$ cat src/rtl/alu_op_pkg.sv
// Shared opcode constants, sequencer state encoding and chord decode for the
// button-driven ALU op sequencer.
package alu_op_pkg;

    localparam logic [3:0] ALU_AND = 4'b0000;
    localparam logic [3:0] ALU_OR  = 4'b0001;
    localparam logic [3:0] ALU_ADD = 4'b0010;
    localparam logic [3:0] ALU_SUB = 4'b0110;
    localparam logic [3:0] ALU_SLT = 4'b0111;
    localparam logic [3:0] ALU_SLL = 4'b1001;
    localparam logic [3:0] ALU_SRL = 4'b1010;
    localparam logic [3:0] ALU_XOR = 4'b1101;

    typedef enum logic [1:0] {
        ST_IDLE     = 2'd0,
        ST_COLLECT  = 2'd1,
        ST_PEND     = 2'd2,
        ST_WAIT_REL = 2'd3
    } seq_state_t;

    // Chord is {left, centre, right}; the empty chord never reaches decode.
    function automatic logic [3:0] chord_to_op(input logic [2:0] chord);
        logic [3:0] op;
        op = ALU_ADD;
        case (chord)
            3'b001:  op = ALU_SUB;
            3'b010:  op = ALU_AND;
            3'b011:  op = ALU_OR;
            3'b100:  op = ALU_XOR;
            3'b101:  op = ALU_SLT;
            3'b110:  op = ALU_SLL;
            3'b111:  op = ALU_SRL;
            default: op = ALU_ADD;
        endcase
        return op;
    endfunction

endpackage

$ cat src/rtl/btn_debounce.sv
// One raw button: two-flop synchroniser followed by a stable-count debouncer
// whose registered level flips after DB_CYCLES consecutive disagreeing cycles.
module btn_debounce #(
    parameter int unsigned DB_CYCLES = 500000
) (
    input  logic clk,
    input  logic resetn,
    input  logic btn,
    output logic level
);

    localparam int unsigned CNT_W = $clog2(DB_CYCLES + 1);

    logic             sync1;
    logic             sync2;
    logic [CNT_W-1:0] cnt;

    always_ff @(posedge clk) begin
        if (!resetn) begin
            sync1 <= 1'b0;
            sync2 <= 1'b0;
            level <= 1'b0;
            cnt   <= '0;
        end else begin
            sync1 <= btn;
            sync2 <= sync1;
            if (sync2 != level) begin
                // The edge that sees the DB_CYCLES-th disagreeing cycle flips the level.
                if (cnt == CNT_W'(DB_CYCLES - 1)) begin
                    level <= sync2;
                    cnt   <= '0;
                end else begin
                    cnt <= cnt + 1'b1;
                end
            end else begin
                cnt <= '0;
            end
        end
    end

endmodule

$ cat src/rtl/btn_alu_op_sequencer.sv
// Debounces three buttons, accumulates the pressed chord until full release,
// then offers the decoded ALU opcode once over a valid/ready handshake.
module btn_alu_op_sequencer
    import alu_op_pkg::*;
#(
    parameter int unsigned          DB_CYCLES = 500000,
    parameter int unsigned          ALU_OP_W  = 4,
    parameter logic [ALU_OP_W-1:0]  RST_OP    = ALU_OP_W'(4'b0010)
) (
    input  logic                clk,
    input  logic                resetn,
    input  logic                btnl,
    input  logic                btnc,
    input  logic                btnr,
    input  logic                op_ready,
    output logic                op_valid,
    output logic [ALU_OP_W-1:0] alu_op,
    output logic                busy
);

    logic       lvl_l;
    logic       lvl_c;
    logic       lvl_r;
    logic [2:0] lvl;
    logic [2:0] chord;
    seq_state_t state;

    btn_debounce #(.DB_CYCLES(DB_CYCLES)) u_db_l (
        .clk    (clk),
        .resetn (resetn),
        .btn    (btnl),
        .level  (lvl_l)
    );

    btn_debounce #(.DB_CYCLES(DB_CYCLES)) u_db_c (
        .clk    (clk),
        .resetn (resetn),
        .btn    (btnc),
        .level  (lvl_c)
    );

    btn_debounce #(.DB_CYCLES(DB_CYCLES)) u_db_r (
        .clk    (clk),
        .resetn (resetn),
        .btn    (btnr),
        .level  (lvl_r)
    );

    assign lvl = {lvl_l, lvl_c, lvl_r};

    always_ff @(posedge clk) begin
        if (!resetn) begin
            state    <= ST_IDLE;
            chord    <= '0;
            alu_op   <= RST_OP;
            op_valid <= 1'b0;
            busy     <= 1'b0;
        end else begin
            case (state)
                ST_IDLE: begin
                    if (|lvl) begin
                        state <= ST_COLLECT;
                        chord <= lvl;
                        busy  <= 1'b1;
                    end
                end
                ST_COLLECT: begin
                    chord <= chord | lvl;
                    if (lvl == 3'b000) begin
                        state    <= ST_PEND;
                        alu_op   <= (chord == 3'b000) ? RST_OP
                                                      : ALU_OP_W'(chord_to_op(chord));
                        op_valid <= 1'b1;
                    end
                end
                // Presses seen here are not chorded; they only gate the exit path.
                ST_PEND: begin
                    if (op_ready) begin
                        op_valid <= 1'b0;
                        if (|lvl) begin
                            state <= ST_WAIT_REL;
                        end else begin
                            state <= ST_IDLE;
                            chord <= '0;
                            busy  <= 1'b0;
                        end
                    end
                end
                ST_WAIT_REL: begin
                    if (lvl == 3'b000) begin
                        state <= ST_IDLE;
                        chord <= '0;
                        busy  <= 1'b0;
                    end
                end
                default: begin
                    state    <= ST_IDLE;
                    chord    <= '0;
                    op_valid <= 1'b0;
                    busy     <= 1'b0;
                end
            endcase
        end
    end

endmodule

$ cat config.mk
export PLATFORM = sky130hd
export DESIGN_NAME = btn_alu_op_sequencer
export DESIGN_NICKNAME = d
export VERILOG_FILES = /design/src/rtl/alu_op_pkg.sv /design/src/rtl/btn_debounce.sv /design/src/rtl/btn_alu_op_sequencer.sv
export SDC_FILE = /design/constraint.sdc
export NUM_CORES = 1
export LEC_CHECK = 0
export ABC_AREA = 0
export ABC_CLOCK_PERIOD_IN_PS = 2200
export CAP_MARGIN = 20
export CORE_MARGIN = 8
export CORE_UTILIZATION = 50
export CTS_BUF_LIST = sky130_fd_sc_hd__clkbuf_16
export DETAILED_ROUTE_END_ITERATION = 8
export GPL_ROUTABILITY_DRIVEN = 0
export PLACE_DENSITY = 0.75
export SKIP_CTS_REPAIR_TIMING = 1
export SLEW_MARGIN = 20
export SYNTH_ARGS = -nofsm -noshare
export SYNTH_HDL_FRONTEND = slang
export SYNTH_SLANG_ARGS = --single-unit
export TNS_END_PERCENT = 5
$ cat constraint.sdc
create_clock -name clk -period 2.2 [get_ports clk]
set_input_delay 0.55 -clock clk [delete_from_list [all_inputs] [get_ports clk]]
set_output_delay 0.55 -clock clk [all_outputs]
set_load 0.05 [all_outputs]
==> out/qor.yml <==
outcome:
  status: "finished, final reports clean"
setup_path:
  path_buf_inv: 1
  cp_slowest_cell: "clkdlybuf4s50_1"
  startpoint: "op_valid"
  crit_type: "flip-flop to output pin"
  arrival_ns: 1.51
  critical_path_required_ns: 1.65
  slowest_delay_ns: 0.82
  rr_startpoint: "u_db_l.cnt[0]"
  cp_max_fo: 3
  crit_path_cell_trace: "clkdlybuf4s50_1"
  end_kind: "output pin"
  crit_family: "buffers and inverters"
  start_kind: "flip-flop"
global_routing:
  use_met2: 0.222
  grt_max_degree: 26
  top_usage_layer: "met2"
  antenna_found_initial: 0
  use_met1: 0.165
  grt_pass1_wl_microns: 11100
  track_usage: 0.138
  first_global_vias: 2574
  grt.met3_usage: 0.0313
  overflow: 0
power:
  p_per_area_nw_per_um2: 727
  seqPwrFrac: 0.500
  p_sw_mw: 0.622
  swShare: 0.221
  comb_power_share: 0.014
  p_leak_nw: 1.21
  pwr-share-clk: 0.486
  ir_worst_vdd_mv: 0.481
  internal-power_mw: 2.19
layout:
  utilization: 0.581
  area_delta_synth_final_pct: 14.4
  insertedDiodeCount: 0
  final_nets: 404
  drive_gt1_frac: 0.0800
  instances_no_fill: 480
clock_network:
  cts_buffers: 9
  worstSkewPairLatency_ns: 0.33
  htree_levels: 3
  root_buffer: "clkbuf_16"
  cts_tree: "yes"
  path_clk_slew_ns: 0.06
  cts_sinks: 77
  clock_path_buffers: 2
min_path:
  worstHoldStart: "u_db_l.sync1"
  holdCritPathClass: "flip-flop to flip-flop"
place:
  place_ws_ns: 0.320
  placed_cells: 464
  io_buffers: 11
  hpwlAfterDp_microns: 4020
floorplan:
  die_area_sq_um: 9630
  die_w_microns: 98.2
  rows: 30
  start_util: 0.508
  core-area_sq_um: 6640
  num_io_pins: 12
  dieHeight_microns: 98.2
timing:
  worstMarginPinSlew_ns: 0.564
  tns_ns: 0
  worst_slack_ns: 0.142
  finalCritPeriodShare: 0.936
  finalHoldViolations: 0
  period_minus_slack_ns: 2.06
  drv_slew: 0
  setup_violations: 0
  finalClockSkew_ns: 0.00484
  slew_headroom: 0.621
  timing.fmax_mhz: 486
  rsz0062_at_grt: "no"
routing:
  wl_per_cell_microns: 12.5
  via_per_inst: 5.49
  antenna_left: 0
  drtIter0Drc: 92
  drt_pass1_iterations: 4
  wirelength_microns: 6010
  drc_errors: 0
  vias: 2636
yosys:
  synth_cell_type_count: 45
  ys.flop_type: "dfxtp_1"
  yosysWarnings: 0
  syn_area_sq_um: 3370
  syn-num-nets: 385
  synthArstFlopShare: 0
  yosysSeqAreaShare: 0.457
  synth_seq_cells: 77
  avgSynthCellArea_sq_um: 8.97
  synthCells: 376
  synth_edf_count: 0
job:
  max-cap-violations: 0
## flip-flops by register name, indices dropped and copies added, names as in the netlist
name          count
u_db_c.sync1      1
chord             3
alu_op            4
state             2
u_db_r.level      1
u_db_r.sync2      1
busy              1
u_db_l.level      1
u_db_c.cnt       19
u_db_c.level      1
u_db_l.sync2      1
u_db_r.cnt       19
op_valid          1
u_db_r.sync1      1
u_db_l.cnt       19
u_db_l.sync1      1
u_db_c.sync2      1
## power groups by stage
stage	clock network (mW)	logic [mW]	registers [mW]
floorplan	0	0.0232	1.43
global placement	0	0.0388	1.44
detailed placement	0	0.0398	1.44
CTS	1.39	0.0403	1.40
global route	1.45	0.0449	1.40
finish	1.37	0.0394	1.40
## routing by layer
metal | up-vias | wire length [microns] | share of wire
li1 | 1357 | - | -
met2 | 45 | 2760 | 0.46
met4 | 0 | 137 | 0.023
met3 | 14 | 183 | 0.030
met5 | - | 0 | 0
met1 | 1220 | 2930 | 0.49
## final timing paths
kind,end,slack (ns),depth (start not counted)
max,op_valid,0.14,1
min,u_db_l.sync2,0.44,1
max reg2reg,u_db_l.cnt[18],0.29,5
min reg2reg,u_db_l.sync2,0.44,1
## area by class of cell
cell class | count | area, sq um
fill | 583 | 2780
timing repair buffer | 16 | 148
multi-input combinational | 279 | 1750
tap | 80 | 100
clock buffer | 9 | 225
inverter | 12 | 45.0
clock inverter | 7 | 50.0
sequential | 77 | 1540
## cell usage in the layout, fill, tap and decap left out, types with 2 or more instances in the layout
cell             instances
inv_1                   12
nand4b_1                 3
buf_4                    5
ha_1                     3
and4_1                   2
nand3_1                 21
mux2i_1                  6
xor2_1                  16
clkdlybuf4s50_1         11
nor2_1                  56
inv_6                    2
and3_1                   7
nor4_1                  11
o21ai_0                 11
nor4b_1                  5
and2_1                  10
clkbuf_16                9
o21a_1                   2
nand4_1                 10
a21boi_0                 3
clkinv_2                 2
nor3_1                  11
dfxtp_1                 77
or4_1                    4
a21oi_1                 12
or3_1                    9
o31ai_1                  3
clkinvlp_4               3
nand2_1                 27
xnor2_1                 27
a32o_1                   3
## kinds of logic after synthesis
kind of cell             count (synthesis)  synth area share
AO/OA/AOI/OAI                           40            0.0812
buffers and inverters                   20            0.0241
adder cells (fa/ha/maj)                  3            0.0111
XOR/XNOR                                43             0.112
multiplexers                             6            0.0178
flip-flops                              77             0.457
AND/OR/NAND/NOR                        187             0.297
## metrics by stage
step	cell area (sq um)	hold WS [ns]	total power [mW]
floorplan	3370	0.412	1.46
global placement	3590	0.415	1.47
detailed placement	3590	0.425	1.48
CTS	3860	0.441	2.84
global route	3860	0.455	2.90
finish	3860	0.438	2.81
## Yosys cell counts, types with 10 or more instances
cell,instances,area [sq um]
nand2_1,27,101
nand3_1,21,105
nor3_1,11,55.1
xnor2_1,27,236
xor2_1,16,140
a21oi_1,12,60.1
nand4_1,10,62.6
o21ai_0,11,55.1
nor4_1,11,68.8
and2_1,10,62.6
nor2_1,56,210
dfxtp_1,77,1540
inv_1,12,45.0
No activity file was read; power rests on OpenSTA's default activity.
